`src/rtl/rcv_fifo_ctrl.sv`:
```
// Byte-to-word receive FIFO: packs BPW bytes per word, frames on eop, sticky error flags.
// Optional almost_full output enabled by defining RCV_FIFO_ALMOST_FULL_EN.
module rcv_fifo_ctrl #(
  parameter int BPW   = 4,
  parameter int DEPTH = 8
) (
  input  logic                   clk,
  input  logic                   n_rst,
  input  logic                   wr_en,
  input  logic [7:0]             wr_data,
  input  logic                   eop,
  input  logic                   rd_en,
  input  logic                   clear_err,
  output logic [8*BPW-1:0]       rd_data,
  output logic                   full,
  output logic                   empty,
  output logic [$clog2(DEPTH):0] count,
  output logic                   framing_error,
`ifdef RCV_FIFO_ALMOST_FULL_EN
  output logic                   almost_full,
`endif
  output logic                   overflow
);

  localparam int AW = $clog2(DEPTH);
  localparam int SW = (BPW > 1) ? $clog2(BPW) : 1;

  logic [AW-1:0]         head_ptr, tail_ptr;
  logic                  head_tog, tail_tog;
  logic [SW-1:0]         tail_side;
  logic [BPW-1:0][7:0]   asm_q, asm_next;
  logic [BPW-1:0]        lane_hit;
  logic [8*BPW-1:0]      mem [DEPTH];

  logic accept, last_lane, commit, eop_err, pop, drop;

  assign full      = (head_ptr == tail_ptr) && (head_tog != tail_tog);
  assign empty     = (head_ptr == tail_ptr) && (head_tog == tail_tog) && (tail_side == '0);
  assign accept    = wr_en && !full;
  assign drop      = wr_en && full;
  assign last_lane = (tail_side == SW'(BPW-1));
  assign commit    = accept && last_lane;
  assign eop_err   = accept && eop && !last_lane;
  assign pop       = rd_en && (count != '0);
  assign rd_data   = mem[head_ptr];

`ifdef RCV_FIFO_ALMOST_FULL_EN
  assign almost_full = (count >= (AW+1)'(DEPTH-1));
`endif

  // Committed word takes the incoming byte directly in its lane, so the
  // last byte never has to round-trip through the assembly register.
  for (genvar k = 0; k < BPW; k++) begin : g_lane
    assign lane_hit[k] = accept && (tail_side == SW'(k));
    assign asm_next[k] = lane_hit[k] ? wr_data : asm_q[k];

    always_ff @(posedge clk or negedge n_rst) begin
      if (!n_rst)           asm_q[k] <= '0;
      else if (lane_hit[k]) asm_q[k] <= wr_data;
    end
  end

  always_ff @(posedge clk) begin
    if (commit) mem[tail_ptr] <= asm_next;
  end

  always_ff @(posedge clk or negedge n_rst) begin
    if (!n_rst) begin
      head_ptr      <= '0;
      head_tog      <= 1'b0;
      tail_ptr      <= '0;
      tail_tog      <= 1'b0;
      tail_side     <= '0;
      count         <= '0;
      framing_error <= 1'b0;
      overflow      <= 1'b0;
    end else begin
      // Pointer plus toggle behaves as one AW+1 bit counter since DEPTH is a power of 2.
      if (commit) {tail_tog, tail_ptr} <= {tail_tog, tail_ptr} + 1'b1;
      if (pop)    {head_tog, head_ptr} <= {head_tog, head_ptr} + 1'b1;

      if (accept) tail_side <= (last_lane || eop) ? '0 : tail_side + SW'(1);

      if (commit && !pop)      count <= count + 1'b1;
      else if (pop && !commit) count <= count - 1'b1;

      if (eop_err)        framing_error <= 1'b1;
      else if (clear_err) framing_error <= 1'b0;

      if (drop)           overflow <= 1'b1;
      else if (clear_err) overflow <= 1'b0;
    end
  end

endmodule

```
`config.mk`:
```
export PLATFORM = sky130hd
export DESIGN_NAME = rcv_fifo_ctrl
export DESIGN_NICKNAME = d
export VERILOG_FILES = /design/src/rtl/rcv_fifo_ctrl.sv
export SDC_FILE = /design/constraint.sdc
export NUM_CORES = 1
export LEC_CHECK = 0
export CAP_MARGIN = 30
export CORE_ASPECT_RATIO = 0.9
export CORE_MARGIN = 5
export CORE_UTILIZATION = 45
export CTS_BUF_LIST = sky130_fd_sc_hd__clkbuf_2
export DETAILED_ROUTE_END_ITERATION = 12
export PLACE_DENSITY = 0.65
export REMOVE_ABC_BUFFERS = 1
export SETUP_SLACK_MARGIN = 0.1
export SYNTH_ARGS = -nofsm -noshare
export SYNTH_HDL_FRONTEND = slang
export SYNTH_SLANG_ARGS = --single-unit
```
`constraint.sdc`:
```
create_clock -name clk -period 7.8 [get_ports clk]
set_input_delay 1.56 -clock clk [delete_from_list [all_inputs] [get_ports clk]]
set_output_delay 1.56 -clock clk [all_outputs]
set_load 0.05 [all_outputs]
```
==> key figures <==
Yosys
  • Compound-Gate Fraction of Synth Area: 0.00849
  • Netlist cell types: 33
  • Mux cell area share after synthesis: 0.195
  • Largest area contributor in the netlist: edfxtp_1
  • Syn Inst Count: 541
  • Flop and latch count out of synthesis: 304
  • Top-area cell type share of the netlist area: 0.644
  • Ys Warns: 0
  • Post-synthesis adder-cell area fraction: 0.0111
  • Sequential area share after synthesis: 0.745
  • Synthesized area: 11900 um2
  • Post-synthesis simple-gate area fraction: 0.0144
  • Syn Area/Cell: 22.1 um2
  • XOR/XNOR Fraction of Synth Area: 0.00933
  • Synth top area cells: edfxtp_1, mux4_2, dfrtp_1
  • Largest family of logic cells by synthesized area: multiplexers

Finish
  • Area used by multi-input combinational logic: 2900 um2
  • Fillers: 2105
  • Flip-flop and latch area: 8890 um2
  • Fraction of layout cells with a size suffix above 1: 0.398
  • Area Growth Syn to Fin: 13.7%
  • Final core occ: 0.519
  • Number of nets in the layout: 680

Die
  • # rows: 56
  • Die width: 182 um
  • Die height: 164 um
  • Core ar.: 26100 um2
  • Num ports: 54
  • Initial Utilization: 0.457
  • Die area: 29900 um2

Clock tree
  • Clock buffer depth: 3
  • Post-CTS Repair Setup Buffers: 0
  • Clock sink count: 304
  • Post-CTS Hold Fix Bufs: 0
  • H-Tree Level Count: 3
  • PostCTS Resize Cnt: 0
  • Clock insertion delay at the later pin of the skew report: 0.81 ns
  • Total CTS buffers: 73
  • TritonCTS clock tree: built
  • CTS clk-pin slew, worst paths: 0.11 ns
  • Root buffer cell: clkbuf_2

Global route
  • First-pass GRT wire length: 36400 um
  • Vias in the first global route: 6335
  • Number of antenna violations at the first check in global routing: 1
  • Overall global routing resource usage: 0.161
  • Largest net degree at the start of global routing: 49
  • Grt ovf: 0

Timing
  • Setup TNS Final: 0 ns
  • Final setup fails: 0
  • Fin Hold WS: 0.521 ns
  • Actual slew at the worst max-slew pin: 0.973 ns
  • Final hold vios: 0
  • Slew margin rel.: 0.351
  • Minimum clock period: 5.57 ns
  • Final slew viol count: 0
  • RSZ-0062 raised after global routing: false
  • Clock Skew: 0.0515 ns
  • Crit share post-route: 0.714
  • Max Clk Rate: 180 MHz

Worst setup path
  • CP endpoint kind: output port
  • Worst path max stage delay: 1.03 ns
  • Crit path buf inv count: 2
  • Critical Path AT: 4.01 ns
  • Crit path launch type: register
  • Worst Path Required: 6.24 ns
  • CP max-delay cell: dfrtp_4
  • Cells along the critical path: buf_4 > mux4_2 > mux2_2 > clkdlybuf4s50_1
  • Crit Path Max Fanout: 44
  • Crit path max-delay family: buffers and inverters
  • Setup CP Type: reg -> out

Routing
  • Routed Antenna Nets: 0
  • DRC errors left: 0
  • Post-Route WL: 23200 um
  • Routed len/inst: 21.9 um
  • Routed vias/inst: 5.33
  • DR vias: 5635
  • Pre-antenna DRT Iters: 5
  • DR iter-0 viols: 335

Run
  • Max cap viols: 0

Pwr
  • Peak VDD IR: 0.235 mV
  • Pwr/cell area: 397 nW/um2
  • Leak: 4.71 nW

Worst hold path
  • Worst hold path class: reg -> reg

Run status
  • Status: completed

Placed design
  • Post-detailed-placement half-perimeter wirelength: 12900 um
  • GP Congestion: 0.740
  • IO buf count: 53
==> cell families (layout without fill, tap and decap cells) <==
family	Yosys count	count (layout)
XOR/XNOR	11	11
AND/OR/NAND/NOR	36	36
adder cells (fa/ha/maj)	10	10
AO/OA/AOI/OAI	12	12
multiplexers	135	135
buffers and inverters	33	200
other	0	1
flip-flops	304	304
==> metrics by stage <==
stage	power, mW	worst slack (ns)	std cells	instance area [um2]
6_report	5.39	2.23	1057	13600
4_1_cts	5.47	2.03	1056	13600
3_5_place_dp	4.46	2.96	929	12900
5_1_grt	5.68	1.88	1057	13600
2_1_floorplan	3.86	1.42	515	11800
3_3_place_gp	4.39	2.85	925	12800
==> worst paths after layout <==
| check | start | endpoint | slack [ns] | cells after the start |
|---|---|---|---|---|
| min in group asynchronous | n_rst | overflow | 0.86 | 2 |
| worst min register to register | framing_error | framing_error | 0.52 | 1 |
| worst min-delay path | framing_error | framing_error | 0.52 | 1 |
| worst max register to register | head_ptr[0] | mem[4][24] | 4.34 | 6 |
| max in group asynchronous | n_rst | head_ptr[0] | 6.39 | 2 |
| worst max-delay path | head_ptr[0] | rd_data[30] | 2.23 | 4 |
==> area by class of cell <==
type | count | area share
Antenna cell | 1 | 0.000184
Clock buffer | 115 | 0.0424
Clock inverter | 12 | 0.00544
Inverter | 7 | 0.00194
Multi-Input combinational cell | 204 | 0.213
Sequential cell | 304 | 0.655
Tap cell | 348 | 0.0321
Timing Repair Buffer | 66 | 0.0492
==> report_power, final <==
group	leakage, nW	internal (mW)	switching (mW)
logic	1.31	0.887	1.18
clock network	0.519	0.417	0.581
registers	2.89	2.14	0.183
total	4.71	3.44	1.94
==> worst reg2reg max path, cell delays in order (launching register included) <==
cell and delay (ns):
dfrtp_4 1.03, xnor2_2 0.20, a41oi_2 0.31, buf_8 0.21, nand2b_1 0.25, nor2_4 0.60, buf_4 0.50
==> metal layers <==
layer / GRT usage / routed length, um
met5: 0 / 0
met2: 0.258 / 11300
met1: 0.221 / 10400
met3: 0.0414 / 1130
met4: 0.0491 / 319
==> state kept, by name (all words and copies together) (netlist names) <==
name / cells
mem: 256
framing_error: 1
head_tog: 1
count: 4
tail_ptr: 3
tail_tog: 1
head_ptr: 3
asm_q: 32
overflow: 1
tail_side: 2
==> cell usage after synthesis (all sizes together) <==
cell,number
xor2,4
o21ai,3
ha,9
a21oi,1
inv,7
buf,18
a41oi,1
mux2i,2
dfrtp,48
mux4,64
nand2b,4
nor3,7
and3,5
clkbuf,8
edfxtp,256
nand2,9
mux2,69
a21o,1
nand3,2
o41ai,1
a2111oi,1
o31ai,2
fa,1
xnor2,7
nand4,1
a22o,1
nor2,8
o2bb2ai,1
==> cell usage in the layout (no fill, tap or decap), types with 3 or more instances in the layout <==
cell type	instances
nor3_1	4
nand2_1	9
nor2_1	3
nand2b_1	4
o21ai_0	3
xor2_1	4
buf_12	3
clkdlybuf4s50_1	52
and3_1	5
xnor2_1	5
buf_4	9
mux2_4	24
nor3_2	3
clkbuf_2	115
mux4_2	64
inv_1	7
ha_1	9
nor2_4	5
edfxtp_1	256
dfrtp_1	45
mux2_2	45
clkinv_1	7
Note: power is estimated with default switching activity, not from simulation.
==> RTL edit (config.mk and constraints unchanged) <==
Add a define of `RCV_FIFO_ALMOST_FULL_EN`.
--- a/src/rtl/rcv_fifo_ctrl.sv
+++ b/src/rtl/rcv_fifo_ctrl.sv
@@ -1,5 +1,7 @@
 // Byte-to-word receive FIFO: packs BPW bytes per word, frames on eop, sticky error flags.
 // Optional almost_full output enabled by defining RCV_FIFO_ALMOST_FULL_EN.
+`define RCV_FIFO_ALMOST_FULL_EN
+
 module rcv_fifo_ctrl #(
   parameter int BPW   = 4,
   parameter int DEPTH = 8
Formal check against the unedited RTL (old outputs only; new: almost_full): equivalent (Yosys induction, for registers that start in step).
==> RTL edit against the unedited design <==
  * Wire length is 1.1% higher
  * Highest routed layer unchanged
  * Critical path type unchanged
  * Power grew 1.7%
  * Area after synthesis about the same
  * Critical endpoint is now rd_data[25]
  * Critical path depth unchanged
  * Sequential cell count did not move
  * Design area grew 0.32%
  * Setup slack got worse by 19 ps
==> RTL edit: results <==
{
  "leakagePower_nw": 4.73,
  "grt_max_degree": 49,
  "path_max_fanout": 45,
  "grt_pass1_wl_mm": 36.6,
  "initial_core_util_pct": 45.7,
  "drt_iter0_drc": 348,
  "post_cts_resized": 0,
  "ys_seq_area_share_pct": 74.4,
  "relSlewSlack_pct": 35.5,
  "crit_family": "buffers and inverters",
  "clk_latency_ps": 810,
  "synthTopCellsByArea": "edfxtp_1 (64%), mux4_2 (12%), dfrtp_1 (10%)",
  "slowest_stage": "dfrtp_4",
  "clockRootBuffer": "clkbuf_2",
  "postCtsSetupBuffers": 0,
  "synth_edf_count": 256,
  "cts_made_buffers": 74,
  "fill_cells": 2089,
  "reg_top3": "mem x256, asm_q x32, count x4",
  "ys_types": 34,
  "dr.pass1.iters": 4,
  "grt_pass1_vias": 6162,
  "layout-drive-gt1-share_pct": 39.3,
  "h-tree-depth": 3,
  "skew_ps": 53.0,
  "antenna_found_initial": 0,
  "grt_usage_pct": 16.2,
  "num_vias": 5717,
  "synth-async-reset-ratio_pct": 15.8,
  "fin_tns_setup_ps": 0,
  "post_dp_cell_area_sq_um": 12900,
  "gp_congestion": 0.714,
  "clockBufferDepth": 3,
  "insertedDiodeCount": 0,
  "hold_class": "reg -> reg",
  "io_buffers": 54,
  "slowest_delay_ps": 1030,
  "dp_hpwl_mm": 12.8,
  "outcome": "finished clean",
  "synth_common_cells": "edfxtp_1 (256), mux4_2 (64), dfrtp_1 (48)",
  "clk_pin_slew_worst_paths_ps": 100,
  "worstPathArrival_ps": 4030,
  "wl_per_cell_um": 22.0,
  "layout.nets": 683,
  "peakVddDrop_mv": 0.272,
  "yosys_warnings": 0,
  "pre_cts_ws_ps": 2950
}
[RTL edit: changes by cell type after synthesis, sizes merged]
cell  before  now
a31o       0    1
[RTL edit: routing by layer]
| layer | track usage (%) | vias to the layer above | part of all wire, % |
|---|---|---|---|
| li1 | - | 2493 | - |
| met1 | 23.2 | 3014 | 45 |
| met2 | 24.8 | 177 | 48 |
| met3 | 4.32 | 33 | 5.5 |
| met4 | 4.84 | 0 | 1.3 |
| met5 | 0 | - | 0 |
[RTL edit: worst paths after layout]
| kind | startpoint | to | slack [ps] | depth (start not counted) |
|---|---|---|---|---|
| max in group asynchronous | n_rst | head_ptr[0] | 6380 | 2 |
| hold reg to reg | framing_error | framing_error | 510 | 1 |
| min in group asynchronous | n_rst | count[2] | 880 | 2 |
| hold / removal | framing_error | framing_error | 510 | 1 |
| setup / recovery | head_ptr[0] | rd_data[25] | 2210 | 4 |
| setup reg to reg | head_ptr[0] | mem[2][24] | 3650 | 7 |
[RTL edit: cell families (layout without fill, tap and decap cells)]
kind of cell,Yosys count,count (layout),synth area share [%]
compound gates,13,13,0.922
xor+xnor,11,11,0.932
fa+ha+maj,10,10,1.11
buf+inv,33,208,1.68
flops,304,304,74.4
mux,135,135,19.5
simple gates,36,36,1.44
[RTL edit: through the flow]
stage	hold WS (ps)	cells
floorplan	475	516
global placement	479	929
detailed placement	483	931
CTS	522	1065
global route	552	1065
finish	509	1065
[RTL edit: where the power goes]
| group | total (mW) | internal (mW) | leakage, nW | switching, mW |
|---|---|---|---|---|
| Sequential | 2.34 | 2.14 | 2.89 | 0.197 |
| Combinational | 2.09 | 0.894 | 1.31 | 1.19 |
| Clock | 1.05 | 0.452 | 0.534 | 0.602 |
[RTL edit: worst register-to-register path: stages, from the launching register on]
cell and delay, ps:
dfrtp_4 1030, buf_4 590, xnor2_2 200, a41oi_2 440
buf_8 220, nand2_1 170, nor3_2 540, buf_4 540
[RTL edit: final cells by class]
cell class              instances  area [sq um]  area share [%]
well taps                     348           435            3.20
clock buffers                 114           571            4.19
clock inverters                20           131           0.965
multi-input cells             205          2910            21.3
repair buffers                 67           653            4.80
inverters                       7          26.3           0.193
flip-flops and latches        304          8890            65.3
